[src/rtl/demosaic_pkg.sv]
// Constants shared by the demosaic pipeline blocks: default pixel width,
// line-start border policies and a counter-width helper.
package demosaic_pkg;
    localparam int PIX_W_DEFAULT = 10;

    localparam int BORDER_NONE = 0;
    localparam int BORDER_ZERO = 1;
    localparam int BORDER_REPL = 2;

    // Width of a counter that must hold 0..n inclusive.
    function automatic int cnt_w(input int n);
        return (n < 1) ? 1 : $clog2(n + 1);
    endfunction
endpackage

[src/rtl/window_shift_buffer_if.sv]
// Column-in / window-out bundle between the line buffers, the sliding window
// and the interpolation kernels.
interface window_shift_buffer_if
    import demosaic_pkg::*;
#(
    parameter int DATA_W = PIX_W_DEFAULT,
    parameter int ROWS   = 3,
    parameter int COLS   = 3
);
    logic                          in_valid;
    logic                          in_sol;
    logic [ROWS*DATA_W-1:0]        in_col;
    logic [ROWS*COLS*DATA_W-1:0]   win_out;
    logic                          out_valid;
    logic                          out_sol;

    modport master (
        output in_valid, in_sol, in_col,
        input  win_out, out_valid, out_sol
    );

    modport slave (
        input  in_valid, in_sol, in_col,
        output win_out, out_valid, out_sol
    );
endinterface

[src/rtl/window_row_shift.sv]
// One window row: COLS pixel registers, oldest in slice 0, newest in the top slice,
// with shift, zero-preset and replicate-preset loads of the older columns.
module window_row_shift #(
    parameter int DATA_W = 10,
    parameter int COLS   = 3
) (
    input  logic                     clk,
    input  logic                     rst_n,
    input  logic                     shift_en,
    input  logic                     zero_load,
    input  logic                     repl_load,
    input  logic [DATA_W-1:0]        din,
    output logic [COLS*DATA_W-1:0]   row_out
);
    logic [COLS*DATA_W-1:0] row_reg;
    logic [COLS*DATA_W-1:0] row_next;

    genvar gi;
    generate
        for (gi = 0; gi < COLS; gi++) begin : g_col
            if (gi == COLS - 1) begin : g_newest
                assign row_next[gi*DATA_W +: DATA_W] = din;
            end else begin : g_older
                // Presets only matter on a line start; otherwise take the younger neighbour.
                assign row_next[gi*DATA_W +: DATA_W] =
                    zero_load ? {DATA_W{1'b0}} :
                    repl_load ? din :
                                row_reg[(gi+1)*DATA_W +: DATA_W];
            end
        end
    endgenerate

    always_ff @(posedge clk) begin
        if (!rst_n) begin
            row_reg <= '0;
        end else if (shift_en) begin
            row_reg <= row_next;
        end
    end

    assign row_out = row_reg;
endmodule

[src/rtl/window_shift_buffer.sv]
// Sliding ROWS x COLS pixel window fed one column per accepted beat; tracks the
// fill level since line start to flag complete windows.
module window_shift_buffer
    import demosaic_pkg::*;
#(
    parameter int DATA_W      = PIX_W_DEFAULT,
    parameter int ROWS        = 3,
    parameter int COLS        = 3,
    parameter int BORDER_MODE = BORDER_NONE
) (
    input  logic                  clk,
    input  logic                  rst_n,
    window_shift_buffer_if.slave  bus
);
    localparam int               CNT_W    = cnt_w(COLS);
    localparam logic [CNT_W-1:0] CNT_FULL = CNT_W'(COLS);
    localparam logic [CNT_W-1:0] CNT_ONE  = CNT_W'(1);

    logic             zero_load;
    logic             repl_load;
    logic [CNT_W-1:0] fill_cnt_reg;
    logic [CNT_W-1:0] fill_cnt_next;
    logic             out_valid_reg;
    logic             out_valid_next;
    logic             out_sol_reg;
    logic             out_sol_next;

    assign zero_load = bus.in_sol && (BORDER_MODE == BORDER_ZERO);
    assign repl_load = bus.in_sol && (BORDER_MODE == BORDER_REPL);

    genvar gi;
    generate
        for (gi = 0; gi < ROWS; gi++) begin : g_row
            window_row_shift #(
                .DATA_W (DATA_W),
                .COLS   (COLS)
            ) u_row (
                .clk       (clk),
                .rst_n     (rst_n),
                .shift_en  (bus.in_valid),
                .zero_load (zero_load),
                .repl_load (repl_load),
                .din       (bus.in_col[gi*DATA_W +: DATA_W]),
                .row_out   (bus.win_out[gi*COLS*DATA_W +: COLS*DATA_W])
            );
        end
    endgenerate

    // A zero count means no line start seen since reset, so it must not advance.
    always_comb begin
        fill_cnt_next = fill_cnt_reg;
        if (bus.in_valid) begin
            if (bus.in_sol) begin
                fill_cnt_next = CNT_ONE;
            end else if (fill_cnt_reg != '0 && fill_cnt_reg != CNT_FULL) begin
                fill_cnt_next = fill_cnt_reg + CNT_ONE;
            end
        end
        out_valid_next = bus.in_valid && (fill_cnt_next != '0) &&
                         ((BORDER_MODE != BORDER_NONE) || (fill_cnt_next == CNT_FULL));
        out_sol_next   = bus.in_valid && bus.in_sol;
    end

    always_ff @(posedge clk) begin
        if (!rst_n) begin
            fill_cnt_reg  <= '0;
            out_valid_reg <= 1'b0;
            out_sol_reg   <= 1'b0;
        end else begin
            fill_cnt_reg  <= fill_cnt_next;
            out_valid_reg <= out_valid_next;
            out_sol_reg   <= out_sol_next;
        end
    end

    assign bus.out_valid = out_valid_reg;
    assign bus.out_sol   = out_sol_reg;
endmodule

[src/flat_wrapper.sv]
// flat-port wrapper written by rule: the top's interface ports become plain ports
module window_shift_buffer_flat import demosaic_pkg::*;
#(
    parameter int DATA_W      = PIX_W_DEFAULT,
    parameter int ROWS        = 3,
    parameter int COLS        = 3,
    parameter int BORDER_MODE = BORDER_NONE
)
  (clk, rst_n, bus_in_valid, bus_in_sol, bus_in_col, bus_win_out, bus_out_valid, bus_out_sol);
  window_shift_buffer_if #(.DATA_W(DATA_W), .ROWS(ROWS), .COLS(COLS)) bus_i ();
  input  logic clk;
  input  logic rst_n;
  input wire logic [$bits(bus_i.in_valid)-1:0] bus_in_valid;
  input wire logic [$bits(bus_i.in_sol)-1:0] bus_in_sol;
  input wire logic [$bits(bus_i.in_col)-1:0] bus_in_col;
  output wire logic [$bits(bus_i.win_out)-1:0] bus_win_out;
  output wire logic [$bits(bus_i.out_valid)-1:0] bus_out_valid;
  output wire logic [$bits(bus_i.out_sol)-1:0] bus_out_sol;
  assign bus_i.in_valid = bus_in_valid;
  assign bus_i.in_sol = bus_in_sol;
  assign bus_i.in_col = bus_in_col;
  assign bus_win_out = bus_i.win_out;
  assign bus_out_valid = bus_i.out_valid;
  assign bus_out_sol = bus_i.out_sol;
  window_shift_buffer #(.DATA_W(DATA_W), .ROWS(ROWS), .COLS(COLS), .BORDER_MODE(BORDER_MODE)) u_core (.clk(clk), .rst_n(rst_n), .bus(bus_i));
endmodule
[config.mk]
export PLATFORM = sky130hd
export DESIGN_NAME = window_shift_buffer_flat
export DESIGN_NICKNAME = d
export VERILOG_FILES = /design/src/rtl/demosaic_pkg.sv /design/src/rtl/window_shift_buffer_if.sv /design/src/rtl/window_row_shift.sv /design/src/rtl/window_shift_buffer.sv /design/src/flat_wrapper.sv
export SDC_FILE = /design/constraint.sdc
export NUM_CORES = 1
export LEC_CHECK = 0
export ABC_AREA = 1
export CORE_AREA = 2 2 88 90
export DETAILED_ROUTE_END_ITERATION = 12
export DIE_AREA = 0 0 90 92
export DONT_BUFFER_PORTS = 1
export MAX_ROUTING_LAYER = met4
export PLACE_DENSITY = 0.59
export SETUP_SLACK_MARGIN = 0.3
export SYNTH_ARGS = -nofsm -noshare
export SYNTH_HDL_FRONTEND = slang
export SYNTH_SLANG_ARGS = --single-unit
export TNS_END_PERCENT = 5
[constraint.sdc]
create_clock -name clk -period 1.66 [get_ports clk]
set_input_delay 0.332 -clock clk [delete_from_list [all_inputs] [get_ports clk]]
set_output_delay 0.332 -clock clk [all_outputs]
set_load 0.01 [all_outputs]
* Yosys cells after proc, flatten, opt, wreduce, memory -nomap -nowiden
Index checks and enable logic that the tools add are counted. Widths: inputs -> output; s select.
Storage, ports and cells: output and inout port bits 92, word-level logic and storage cells 18, register bits after elaboration 94
Operators by class: equal/unequal tests 2, add/subtract/negate cells 1, reductions and logical operators 6, multiplexer cells 3
Operators by type and width (count):
- $mux 2 | 3
- $logic_and 1x1->1 | 4
- $reduce_bool 2->1 | 2
- $add 2x1->2 const B | 1
- $eq 2x2->1 const B | 1
- $ne 2x2->1 const B | 1

* Depth between registers and ports, before layout
Gate-level depths: netlist of the first run.
word-level depth 8, depth in mapped cells 6

* By module
From an unflattened synthesis of the first run, not the netlist that was laid out.
Unflattened totals: cells, all modules 578, area total of the unflattened synthesis 4192.8 um2
Modules (own cells, without submodules):
- window_row_shift | cells each 186, area each 1340.0 um2, seq. area each 600.6 um2, instances 3
- window_shift_buffer | cells each 20, area each 172.7 um2, seq. area each 80.1 um2, instances 1

* Worst setup path before layout of the first run
No wires, ideal clock.
path kind register to register, start register u_core.fill_cnt_reg[0], end register u_core.out_valid_reg (netlist: u_core.bus.out_valid), arrival 869 ps, cell stages (with the launch flop) 7, path buffers 0, data required time 1542 ps, clock period less this slack 987 ps, setup time 118 ps, path slack 673 ps, cells stage by stage dfxtp_1 -> inv_1 -> ha_1 -> nand2_1 -> nand2_1 -> nand3_1 -> a21oi_1
Between the ends: cells in the longest elaborated chain, start to end 8
Ends and longest elaborated chain:
- from (decl) | line window_shift_buffer.sv:21 | logic [CNT_W-1:0] fill_cnt_reg;
- from (signal assigned) | line window_shift_buffer.sv:70 | fill_cnt_reg <= fill_cnt_next;
- parallel branches: the longest is 4 deep, another holds $add 2x1->2
- $mux 2 * | line window_shift_buffer.sv:52 | if (bus.in_valid) begin
- $reduce_bool 2->1 | line window_shift_buffer.sv:59 | out_valid_next = bus.in_valid && (fill_cnt_next != '0) &&
- $logic_and 1x1->1 | line window_shift_buffer.sv:59
- $logic_and 1x1->1 * | line window_shift_buffer.sv:59
- to (signal assigned) | line window_shift_buffer.sv:71 | out_valid_reg <= out_valid_next;
- to (decl) | line window_shift_buffer.sv:23 | logic out_valid_reg;
Every way passes the cells marked *. A chain may end at the register's enable or synchronous reset.

* Worst setup path in the final report of the first run
start register u_core.g_row[0].u_row.row_reg[28], end output port bus_win_out[28]
RTL lines:
- from (decl) | line window_row_shift.sv:15 | logic [COLS*DATA_W-1:0] row_reg;
- from (signal assigned) | line window_row_shift.sv:37 | row_reg <= row_next;
- to (decl) | line flat_wrapper.sv:16 | output wire logic [$bits(bus_i.win_out)-1:0] bus_win_out;
No word-level cell between the ends.

==> flow_summary.yaml, run 1 <==
detailed_routing:
  antenna_left: 0
  drc: 0
  dr_total_vias: 2515
  wl_per_cell_um: 14.63
  wl_um: 7330
  firstDrtPassIters: 4
  via_per_inst: 5.020
  first_iter_violations: 95
clock_network:
  cts_resized: 0
  holdBufCountCts: 0
  clk_pin_slew_ns: 0.10
  cts_buffer_depth: 2
  cts.sinks: 94
  cts_tree: "built"
  htreeDepth: 3
  cts_buffers: 9
  post_cts_buffers: 0
  worstSkewPairLatency_ns: 0.35
  ctsRootBufferMaster: "clkbuf_8"
global_routing:
  grt_pass1_wl_um: 12230
  grt_usage_pct: 18.63
  grt_start_max_net_pins: 96
  antenna_found_initial: 0
  grt_pass1_vias: 2456
  grt_overflow: 0
setup_path:
  cp.arrival_ns: 0.81
  required_ns: 1.33
  crit_type: "register to output pin"
  crit_fanout: 3
  r2r_setup_slack_ns: 0.57
  crit_start: "u_core.g_row[0].u_row.row_out[28]"
  cp-end-kind: "output pin"
  timing.rr.start: "u_core.fill_cnt_reg[0]"
  startpoint_type: "register"
logic_synthesis:
  post_synth_fa_ha_maj_area_fraction_pct: 0.3784
  synth.area.mux_share_pct: 0
  ys_seq_area_share_pct: 56.91
  synth-xor-area-share_pct: 0
  ys_ff_latch: 94
  synthSimpleGateAreaFrac_pct: 21.57
  synth.cell_area_um2: 3307
  ys_types: 15
  postSynthCellCount: 409
  synth_nets: 444
  yosys_warnings: 0
  synth.avg_cell_area_um2: 8.085
  synth_compound_area_share_pct: 14.00
  synth_top_family_by_area: "simple AND/OR/NAND/NOR gates"
die:
  rows: 32
  ioPinCount: 126
  die_h_um: 92
  die_w_um: 90
  start_util_pct: 44.41
  coreArea_um2: 7447
  dieArea_um2: 8280
pwr:
  power.total_w: 0.004380
  leakage_nw: 1.435
  peakVddDrop_v: 0.0004668
  power_density_nw_per_um2: 1268
sta:
  hold_viol: 0
  skew_ns: 0.01182
  timing.final.crit_share_pct: 68.52
  fin_ws_ns: 0.5226
  max_clock_freq_ghz: 0.8792
  setup_tns_ns: 0
  worstMarginPinSlew_ns: 0.3216
  slew_violations: 0
  rsz0062_at_grt: "false"
  post-route-min-period_ns: 1.137
  max-slew-margin-rel_pct: 78.56
  setup_viol: 0
cells_and_area:
  finalNetCount: 429
  largest_reg_flops: 90
  syn2layout_area_growth_pct: 4.427
  diodes: 0
  drive_above_1_share_pct: 4.762
  postLayoutCellArea_um2: 3453
placement:
  portBuffers: 0
  gp_congestion: 0.7156
  place_worst_setup_slack_ns: 0.5850
  placed_cell_area_um2: 3253
  dp_hpwl_um: 4567
run_status:
  status: "complete, no violations"
min_path:
  min_path_type: "primary input to register"
  worstHoldStart: "rst_n"
flow_run:
  cap_violations: 0
-- final timing paths --
check	end	depth (start not counted)
setup / recovery	bus_win_out[28]	0
hold / removal	u_core.g_row[2].u_row.row_out[13]	2
setup reg to reg	u_core.bus.out_valid	5
hold reg to reg	u_core.fill_cnt_reg[1]	2
-- routing by layer --
metal / vias up / global-route usage, % / routed length, um
li1: 1274 / - / -
met1: 1143 / 22.96 / 3310
met2: 87 / 28.88 / 3355
met3: 11 / 5.588 / 557
met4: 0 / 7.308 / 107
met5: - / - / 0
-- Yosys cell counts --
cell,count,area share [%]
nor2_1,181,21
nand2_1,5,0.57
ha_1,1,0.38
dfxtp_1,94,57
inv_1,3,0.34
a21oi_1,1,0.15
nand3_1,3,0.45
o21ai_0,81,12
buf_2,8,1.2
buf_4,4,0.91
o21ai_1,9,1.4
clkbuf_1,6,0.68
buf_6,11,3.7
a21boi_0,1,0.23
inv_6,1,0.26
-- cell type report --
type | instances | area [um^2]
sequential | 94 | 1882
clock inverter | 5 | 58.81
inverter | 4 | 20.02
multi-input combinational | 282 | 1189
fill | 783 | 3994
tap | 102 | 127.6
clock buffer | 11 | 141.4
timing repair buffer | 3 | 35.03
-- placed cells by master, fill, tap and decap left out, drive strengths merged, types with 2 or more instances in the layout --
cell type	count
buf	3
clkbuf	11
clkinv	2
clkinvlp	2
dfxtp	94
inv	4
nand2	5
nand3	3
nor2	181
o21ai	90
-- logic make-up after synthesis --
family | after synthesis
fa+ha+maj | 1
buf+inv | 33
flops | 94
compound gates | 92
simple gates | 189
-- per-stage QoR --
stage	hold slack (ns)	std cells	utilization [%]
after floorplan	0.4508	409	-
after global placement	0.4643	485	43.68
after detailed placement	0.4662	485	43.68
after CTS	0.09351	501	46.37
after global routing	0.09657	501	46.37
final	0.1100	501	46.37
-- where the power goes --
group	switching, W	total, W	internal [W]
sequential	0.000196	0.00260	0.00241
clock	0.000790	0.00153	0.000739
combinational	0.000142	0.000249	0.000108
total	0.00113	0.00438	0.00325
(Power assumes the default switching activity.)
==> run 2: changes to the inputs <==
- clock period: 1.66 -> 1.15 ns (I/O delays scaled with it)
==> run 2 against run 1 <==
  * Non-clock buffer count increased by 3
  * Flip-flop and latch count unchanged
  * Via count increased by 0.64%
  * Sequential power increased by 45%
  * First-iteration DRC count increased by 31%
  * Power increased by 41%
  * Register-to-register slack got worse by 0.45 ns
  * Routed wire length increased by 2.0%
  * Worst hold slack got worse by 0.11 ns
  * Die area unchanged
  * Clock power increased by 30%
==> flow_summary.yaml, run 2 (synthesized netlist as in run 1, its figures left out) <==
die:
  die_w_um: 90
  ioPinCount: 126
  coreArea_um2: 7447
  die_h_um: 92
  dieArea_um2: 8280
  rows: 32
  start_util_pct: 44.41
cells_and_area:
  final_common_cell: "nor2_1"
  fin_cells: 504
  finalNetCount: 432
  syn2layout_area_growth_pct: 7.075
  diodes: 0
  largest_reg_flops: 90
  drive_above_1_share_pct: 13.68
  layout_common_cells: "181 x nor2_1, 81 x o21ai_0, 65 x dfxtp_1, 25 x dfxtp_2, 10 x clkbuf_8"
clock_network:
  htreeDepth: 3
  cts.sinks: 94
  cts_tree: "built"
  ctsRootBufferMaster: "clkbuf_8"
  cts_buffer_depth: 2
  holdBufCountCts: 1
  cts_buffers: 9
  worstSkewPairLatency_ns: 0.35
  clk_pin_slew_ns: 0.10
placement:
  portBuffers: 0
  dp_hpwl_um: 4486
  dp.cells: 485
  gp_congestion: 0.7117
pwr:
  power.internal_w: 0.004524
  switching_share_pct: 26.63
  power_density_nw_per_um2: 1741
  p_comb_share_pct: 6.7
  leakage_nw: 1.453
  seq_power_share_pct: 61.0
  pwr-share-clk_pct: 32.3
  switchingPower_w: 0.001642
  peakVddDrop_v: 0.0006464
detailed_routing:
  wl_per_cell_um: 14.84
  via_per_inst: 5.022
  firstDrtPassIters: 4
  antenna_left: 0
  wl_um: 7479
  drc: 0
  dr_total_vias: 2531
  first_iter_violations: 124
global_routing:
  grt_start_max_net_pins: 96
  grt_usage_pct: 18.09
  grt_pass1_vias: 2390
  antenna_found_initial: 0
  grt_pass1_wl_um: 11870
  grt_overflow: 0
sta:
  hold_viol: 0
  setup_tns_ns: 0
  max_clock_freq_ghz: 0.9728
  worstMarginPinSlew_ns: 0.1975
  setup_viol: 0
  timing.final.crit_share_pct: 89.38
  skew_ns: 0.01483
  post-route-min-period_ns: 1.028
  slew_violations: 0
  rsz0062_at_grt: "true"
  max-slew-margin-rel_pct: 86.82
setup_path:
  cp-end-kind: "register"
  critPathMaxStageDelay_ns: 0.35
  crit_type: "register to register"
  crit_chain: "inv_2, ha_4, nand2_2, nand2_2, nand3_2, a21oi_2"
  critPathMostFrequentCell: "nand2_2"
  required_ns: 1.45
  crit_fanout: 2
  cp.arrival_ns: 1.33
  startpoint_type: "register"
  slowest_stage: "dfxtp_2"
flow_run:
  cap_violations: 0
min_path:
  min_path_type: "primary input to register"
run_status:
  status: "complete, no violations"
run 2: cell count changes in the layout (fill, tap and decap cells not counted), sizes merged:
cell	delta
bufinv	-1
buf	+2
clkbuf	+1
dlygate4sd3	+1
run 2: cell type report:
class | instances | area, um^2
Clock buffer | 12 | 145.1
Clock inverter | 4 | 32.53
Fill cell | 765 | 3906
Inverter | 4 | 20.02
Multi-Input combinational cell | 282 | 1215
Sequential cell | 94 | 1928
Tap cell | 102 | 127.6
Timing Repair Buffer | 6 | 72.57
run 2: power by group through the flow:
stage	Clock, W	Sequential [W]	Combinational [W]
6_report	0.00199	0.00376	0.000413
2_1_floorplan	0	0.00376	0.000414
4_1_cts	0.00205	0.00377	0.000388
3_3_place_gp	0	0.00383	0.000358
3_5_place_dp	0	0.00383	0.000373
5_1_grt	0.00218	0.00379	0.000492
run 2: path summary, 6_finish.rpt:
check                                       startpoint                                end  slack, ns  cells after the start
worst max-delay path            u_core.fill_cnt_reg[0]               u_core.bus.out_valid       0.12                      6
worst min-delay path                             rst_n  u_core.g_row[2].u_row.row_out[21]     0.0002                      2
worst max register to register  u_core.fill_cnt_reg[0]               u_core.bus.out_valid       0.12                      6
worst min register to register  u_core.fill_cnt_reg[1]             u_core.fill_cnt_reg[1]       0.47                      2
run 2: metal layers:
| layer | GRT usage [%] | up-vias | wire, um |
|---|---|---|---|
| met1 | 22.67 | 1155 | 3375 |
| met2 | 27.07 | 84 | 3393 |
| met3 | 5.916 | 13 | 576 |
| met5 | - | - | 0 |
| li1 | - | 1279 | - |
| met4 | 7.436 | 0 | 134 |
run 2: stage by stage:
| stage | setup slack, ns | total power [W] | instance area, um^2 | util (%) | hold WS, ns |
|---|---|---|---|---|---|
| after floorplan | 0.1822 | 0.004179 | 3307 | - | 0.3649 |
| after detailed placement | 0.1089 | 0.004199 | 3266 | 43.85 | 0.3734 |
| after global placement | 0.1611 | 0.004184 | 3266 | 43.85 | 0.3677 |
| final | 0.1221 | 0.006166 | 3541 | 47.55 | 0.0001645 |
| after CTS | 0.1340 | 0.006208 | 3505 | 47.06 | -0.02050 |
| after global routing | 0.05396 | 0.006466 | 3541 | 47.55 | -0.01843 |
run 2: critical path: cells and delay by family, from the launching register on:
| family | cells | cell delay (ns) |
|---|---|---|
| AOI/OAI and AO/OA | 1 | 0.11 |
| DFF | 1 | 0.35 |
| adders and majority gates | 1 | 0.27 |
| buffers and inverters | 1 | 0.05 |
| and+or+nand+nor | 3 | 0.20 |
run 2: repair_timing:
| item | CTS | global route |
|---|---|---|
| setup endpoints to repair | 95 | 95 |
| buffers inserted | 0 | 2 |
| pin swaps | 2 | 4 |
| gates resized for setup | 31 | 8 |
| hold endpoints to repair | 42 | 13 |
